`config.mk`:
```
export PLATFORM = sky130hd
export DESIGN_NAME = demux_lane_scheduler_flat
export DESIGN_NICKNAME = d
export VERILOG_FILES = /design/src/rtl/demux_lane_scheduler_if.sv /design/src/rtl/demux_lane_scheduler.sv /design/src/flat_wrapper.sv
export SDC_FILE = /design/constraint.sdc
export NUM_CORES = 1
export LEC_CHECK = 0
export CAP_MARGIN = 15
export CORE_MARGIN = 2
export CORE_UTILIZATION = 53
export CTS_CLUSTER_DIAMETER = 120
export CTS_CLUSTER_SIZE = 10
export DETAILED_ROUTE_END_ITERATION = 10
export GPL_ROUTABILITY_DRIVEN = 0
export PLACE_DENSITY_LB_ADDON = 0.1
export SLEW_MARGIN = 40
export SYNTH_ARGS = -nofsm -noshare
export SYNTH_HDL_FRONTEND = slang
export SYNTH_SLANG_ARGS = --single-unit
```
`constraint.sdc`:
```
create_clock -name clk -period 3.8 [get_ports clk]
set_clock_uncertainty 0.15 [all_clocks]
set_input_delay 0.76 -clock clk [delete_from_list [all_inputs] [get_ports clk]]
set_output_delay 0.76 -clock clk [all_outputs]
set_load 0.02 [all_outputs]
```
`src/rtl/demux_lane_scheduler_if.sv`:
```
// Handshake and demux-side bus of the 1-to-4 demux lane scheduler.
// The slave modport is the scheduler itself, and the master modport is its upstream/observer.
interface demux_lane_scheduler_if #(
  parameter int unsigned CNT_W = 8
);
  logic             in_valid;
  logic             in_ready;
  logic [3:0]       in_data;
  logic [3:0]       in_mask;
  logic             pause;
  logic             f;
  logic [1:0]       sel;
  logic             f_valid;
  logic             done;
  logic [CNT_W-1:0] frame_cnt;

  modport master (
    output in_valid, in_data, in_mask, pause,
    input  in_ready, f, sel, f_valid, done, frame_cnt
  );

  modport slave (
    input  in_valid, in_data, in_mask, pause,
    output in_ready, f, sel, f_valid, done, frame_cnt
  );
endinterface

```
`src/rtl/demux_lane_scheduler.sv`:
```
// Serialises a masked 4-bit word onto the demux input f, one lane at a time.
// A one-cycle guard follows each frame, and a wrapping counter records completed frames.
module demux_lane_scheduler #(
  parameter int unsigned HOLD  = 1,
  parameter int unsigned CNT_W = 8
) (
  input logic                   clk,
  input logic                   rst,
  demux_lane_scheduler_if.slave bus
);
  localparam int unsigned HOLD_W = $clog2(HOLD + 1);

  typedef enum logic [1:0] {IDLE = 2'd0, DRIVE = 2'd1, GAP = 2'd2} state_t;

  state_t             state_q, state_d;
  logic [3:0]         data_q, data_d;
  logic [3:0]         mask_q, mask_d;
  logic [HOLD_W-1:0]  hold_q, hold_d;
  logic [1:0]         sel_q, sel_d;
  logic               f_q, f_d;
  logic               f_valid_q, f_valid_d;
  logic               done_q, done_d;
  logic               ready_q, ready_d;
  logic [CNT_W-1:0]   cnt_q, cnt_d;

  logic [1:0]         first_lane;
  logic [1:0]         next_lane;
  logic               has_next;

  // Lowest set bit of the incoming mask.
  always_comb begin
    first_lane = 2'd0;
    for (int k = 3; k >= 0; k--) begin
      if (bus.in_mask[k]) first_lane = 2'(k);
    end
  end

  // Lowest latched-mask lane above the lane currently driven.
  always_comb begin
    next_lane = sel_q;
    has_next  = 1'b0;
    for (int k = 3; k >= 0; k--) begin
      if (mask_q[k] && (k > int'(sel_q))) begin
        next_lane = 2'(k);
        has_next  = 1'b1;
      end
    end
  end

  always_ff @(posedge clk) begin
    if (rst) begin
      state_q   <= IDLE;
      data_q    <= 4'd0;
      mask_q    <= 4'd0;
      hold_q    <= '0;
      sel_q     <= 2'd0;
      f_q       <= 1'b0;
      f_valid_q <= 1'b0;
      done_q    <= 1'b0;
      ready_q   <= 1'b1;
      cnt_q     <= '0;
    end else begin
      state_q   <= state_d;
      data_q    <= data_d;
      mask_q    <= mask_d;
      hold_q    <= hold_d;
      sel_q     <= sel_d;
      f_q       <= f_d;
      f_valid_q <= f_valid_d;
      done_q    <= done_d;
      ready_q   <= ready_d;
      cnt_q     <= cnt_d;
    end
  end

  // Next-state logic; the output registers are loaded with the values for the next state.
  always_comb begin
    state_d   = state_q;
    data_d    = data_q;
    mask_d    = mask_q;
    hold_d    = hold_q;
    sel_d     = sel_q;
    f_d       = 1'b0;
    f_valid_d = 1'b0;
    done_d    = 1'b0;
    ready_d   = 1'b0;
    cnt_d     = cnt_q;

    unique case (state_q)
      IDLE: begin
        ready_d = ~bus.pause;
        if (bus.in_valid && ready_q) begin
          data_d = bus.in_data;
          mask_d = bus.in_mask;
          hold_d = '0;
          if (bus.in_mask != 4'd0) begin
            state_d   = DRIVE;
            sel_d     = first_lane;
            f_d       = bus.in_data[first_lane];
            f_valid_d = 1'b1;
            ready_d   = 1'b0;
          end else begin
            done_d = 1'b1;
            cnt_d  = cnt_q + CNT_W'(1);
          end
        end
      end

      DRIVE: begin
        f_valid_d = 1'b1;
        f_d       = data_q[sel_q];
        if (!bus.pause) begin
          if (hold_q == HOLD_W'(HOLD - 1)) begin
            hold_d = '0;
            if (has_next) begin
              sel_d = next_lane;
              f_d   = data_q[next_lane];
            end else begin
              state_d   = GAP;
              f_d       = 1'b0;
              f_valid_d = 1'b0;
              done_d    = 1'b1;
            end
          end else begin
            hold_d = hold_q + HOLD_W'(1);
          end
        end
      end

      GAP: begin
        state_d = IDLE;
        ready_d = ~bus.pause;
        cnt_d   = cnt_q + CNT_W'(1);
      end

      default: state_d = IDLE;
    endcase
  end

  assign bus.in_ready  = ready_q;
  assign bus.f         = f_q;
  assign bus.sel       = sel_q;
  assign bus.f_valid   = f_valid_q;
  assign bus.done      = done_q;
  assign bus.frame_cnt = cnt_q;
endmodule

```
`src/flat_wrapper.sv`:
```
// flat-port wrapper written by rule: the top's interface ports become plain ports
module demux_lane_scheduler_flat 
#(
  parameter int unsigned HOLD  = 1,
  parameter int unsigned CNT_W = 8
)
  (clk, rst, bus_in_valid, bus_in_data, bus_in_mask, bus_pause, bus_in_ready, bus_f, bus_sel, bus_f_valid, bus_done, bus_frame_cnt);
  demux_lane_scheduler_if #(.CNT_W(CNT_W)) bus_i ();
  input logic clk;
  input logic rst;
  input wire logic [$bits(bus_i.in_valid)-1:0] bus_in_valid;
  input wire logic [$bits(bus_i.in_data)-1:0] bus_in_data;
  input wire logic [$bits(bus_i.in_mask)-1:0] bus_in_mask;
  input wire logic [$bits(bus_i.pause)-1:0] bus_pause;
  output wire logic [$bits(bus_i.in_ready)-1:0] bus_in_ready;
  output wire logic [$bits(bus_i.f)-1:0] bus_f;
  output wire logic [$bits(bus_i.sel)-1:0] bus_sel;
  output wire logic [$bits(bus_i.f_valid)-1:0] bus_f_valid;
  output wire logic [$bits(bus_i.done)-1:0] bus_done;
  output wire logic [$bits(bus_i.frame_cnt)-1:0] bus_frame_cnt;
  assign bus_i.in_valid = bus_in_valid;
  assign bus_i.in_data = bus_in_data;
  assign bus_i.in_mask = bus_in_mask;
  assign bus_i.pause = bus_pause;
  assign bus_in_ready = bus_i.in_ready;
  assign bus_f = bus_i.f;
  assign bus_sel = bus_i.sel;
  assign bus_f_valid = bus_i.f_valid;
  assign bus_done = bus_i.done;
  assign bus_frame_cnt = bus_i.frame_cnt;
  demux_lane_scheduler #(.HOLD(HOLD), .CNT_W(CNT_W)) u_core (.clk(clk), .rst(rst), .bus(bus_i));
endmodule
```
==> out/qor.csv <==
stage;metric;value;unit
worst_setup_path;critical_path_class;in2reg;
place;dp.cells;193;
detailed_routing;dr.pass1.iters;4;
hold_path;hp-class;reg2reg;
sta;rsz0062_at_grt;no;
synthesis;synth_ff_type;dfxtp_1;
detailed_routing;via_count;1217;
global_routing;grt_pass1_wl;4480;µm
synthesis;yosysTopAreaCellShare;0.383;
floorplan;rows;17;
synthesis;synth_cell_types;41;
global_routing;grt_antenna_before_repair;0;
worst_setup_path;cp.arrival;2710;ps
floorplan;start_util;0.554;
synthesis;async_flop_share;0;
floorplan;dieHeight;51.6;µm
cells_and_area;syn_to_final_growth;23.1;%
cts;clock-sinks;23;
cells_and_area;nets;183;
sta;min_period;2620;ps
synthesis;syn_area;1200;µm²
sta;setup_viol;0;
sta;finalMaxSlewViolations;0;
floorplan;coreArea;2170;µm²
power_and_ir_drop;p_leak;0.495;nW
global_routing;grt_max_degree;22;
power_and_ir_drop;p_per_area;322;nW/µm²
synthesis;synthTopCellsByArea;dfxtp_1 (38%), a21oi_1 (7.5%), nand2_1 (6.9%), o31ai_1 (3.1%), mux2i_1 (2.5%);
worst_setup_path;required;3890;ps
detailed_routing;postRouteWirelength;2790;µm
cts;cts_max_level;1;
place;dp_hpwl;2060;µm
cts;numCtsBuffers;3;
detailed_routing;via_per_inst;6.18;
synthesis;yosys_warnings;0;
cts;path_clk_slew;120;ps
cells_and_area;final_layout_size_suffix_gt1_frac;0.0533;
synthesis;post-synth-top-count-cell;dfxtp_1;
worst_setup_path;crit_path_end_kind;flip-flop;
run_status;outcome;completed;
worst_setup_path;slowest_delay;520;ps
detailed_routing;drt_iter0_drc;22;
global_routing;overflow;0;
run;drv_cap;0;
power_and_ir_drop;max-vdd-ir-drop;0.276;mV
floorplan;die_area;2670;µm²
synthesis;synth_top_area_cell;dfxtp_1;
worst_setup_path;worstPathMaxFanout;13;
worst_setup_path;crit_path_cell_trace;clkdlybuf4s50_1 -> nor4_4 -> a31oi_2 -> or4_1 -> a21oi_1;
cts;ctsResizeCount;0;
cts;cts-root-buf;clkbuf_4;
synthesis;synthCells;148;
place;portBuffers;25;
detailed_routing;drcViolationCount;0;
sta;max_clock_freq;381;MHz
cts;cts_setup_buffers;0;
sta;max_slew_margin;0.486;
cts;cts_tree;built;
cells_and_area;antenna-diode-count;0;
cts;hold_buffers;0;
floorplan;fp.dieW;51.6;µm
detailed_routing;ant_nets;0;
sta;fin_crit_sh;0.690;
sta;fin_tns_setup;0;ps
detailed_routing;wl_per_cell;14.1;µm
worst_setup_path;startpoint_type;primary input;
global_routing;first_global_vias;1099;
sta;tightest_slew;769;ps
cells_and_area;fill_cells;195;
synthesis;synth_fp_nets;161;
sta;whs;320;ps
cts;clkLatencyLatePin;310;ps
synthesis;synth_seq_cells;23;
worst_setup_path;slowest_stage;or4_1;
global_routing;grt_util_all_layers;0.225;
sta;hold_viol_final;0;
synthesis;syn-mean-instance-area;8.12;µm²
synthesis;synth_common_cells;dfxtp_1 (23), nand2_1 (22), a21oi_1 (18), nor2_1 (8), clkbuf_1 (7);
floorplan;pin_count;26;
cts;cts_buffer_depth;2;
synthesis;synth-edff-count;0;
cells_and_area;final_cells;197;
synthesis;synth-seq-area-share;0.383;
[critical path, delay by kind of cell]
kind,cells,cell delay (ps)
AOI/OAI and AO/OA,2,450
and+or+nand+nor,2,1000
buffers and inverters,1,480
[placed cells by master (no fill, tap or decap), drive strengths merged, types with 2 or more instances in the layout]
cell	instances
nand3	5
o31ai	5
nor2	8
clkbuf	4
a21oi	18
nor4	3
nand4	2
inv	4
clkdlybuf4s50	25
a31oi	2
nand2b	3
o21a	3
o21ai	6
nor3	4
nand2	22
nor2b	4
or4	4
a211oi	2
mux2i	3
dfxtp	23
[kinds of logic (layout without fill, tap and decap cells)]
group | after synthesis | in the layout | synth area share
AO/OA/AOI/OAI | 45 | 45 | 0.238
adder cells (fa/ha/maj) | 1 | 1 | 0.0104
buffers and inverters | 13 | 34 | 0.0468
flip-flops | 23 | 23 | 0.383
multiplexers | 5 | 5 | 0.0531
AND/OR/NAND/NOR | 61 | 61 | 0.268
[per-stage QoR]
| step | total power [W] | utilization | setup slack, ps | area, µm² |
|---|---|---|---|---|
| finish | 0.000476 | 0.682 | 1180 | 1480 |
| global route | 0.000497 | 0.682 | 1060 | 1480 |
| CTS | 0.000477 | 0.682 | 1180 | 1480 |
| detailed placement | 0.000367 | 0.670 | 851 | 1450 |
| global placement | 0.000363 | 0.670 | 936 | 1450 |
| floorplan | 0.000327 | - | 1530 | 1200 |
[state kept, by name, summed over array words and instances, names as in the netlist]
signal and flops:
u_core.bus.done 1, u_core.bus.f 1, u_core.bus.f_valid 1, u_core.bus.frame_cnt 8, u_core.bus.in_ready 1, u_core.bus.sel 2
u_core.data_q 4, u_core.mask_q 3, u_core.state_q 2
[per-layer routing]
layer	vias up	global-route usage	share of wire
met3	15	0.0345	0.050
li1	580	-	-
met1	569	0.241	0.41
met4	0	0.118	0.032
met5	-	0	0
met2	53	0.419	0.50
[where the power goes]
part           internal, W  switching, W   total, W
Combinational    0.0000434     0.0000480  0.0000914
Clock            0.0000411     0.0000726   0.000114
Sequential        0.000253     0.0000185   0.000271
Total             0.000337      0.000139   0.000476
[path summary, 6_finish.rpt]
kind | depth (start not counted) | endpoint | from | slack [ps]
hold / removal | 2 | u_core.data_q[0]$_SDFFE_PP0P_ | u_core.data_q[0]$_SDFFE_PP0P_ | 320
hold reg to reg | 2 | u_core.data_q[0]$_SDFFE_PP0P_ | u_core.data_q[0]$_SDFFE_PP0P_ | 320
setup / recovery | 5 | u_core.bus.frame_cnt[6]$_SDFFE_PP0P_ | bus_in_mask[3] | 1180
setup reg to reg | 4 | u_core.bus.sel[0]$_SDFFE_PP0P_ | u_core.state_q[0]$_SDFFE_PP0P_ | 1600
[layout make-up]
cell class              instances  area [µm²]  share of cell area
clock buffers                   4        26.3              0.0178
inverters                       4        15.0              0.0101
multi-input cells             112         686               0.463
flip-flops and latches         23         460               0.311
well taps                      28        35.0              0.0237
repair buffers                 26         258               0.174
Note: power is estimated with default switching activity, not from simulation.
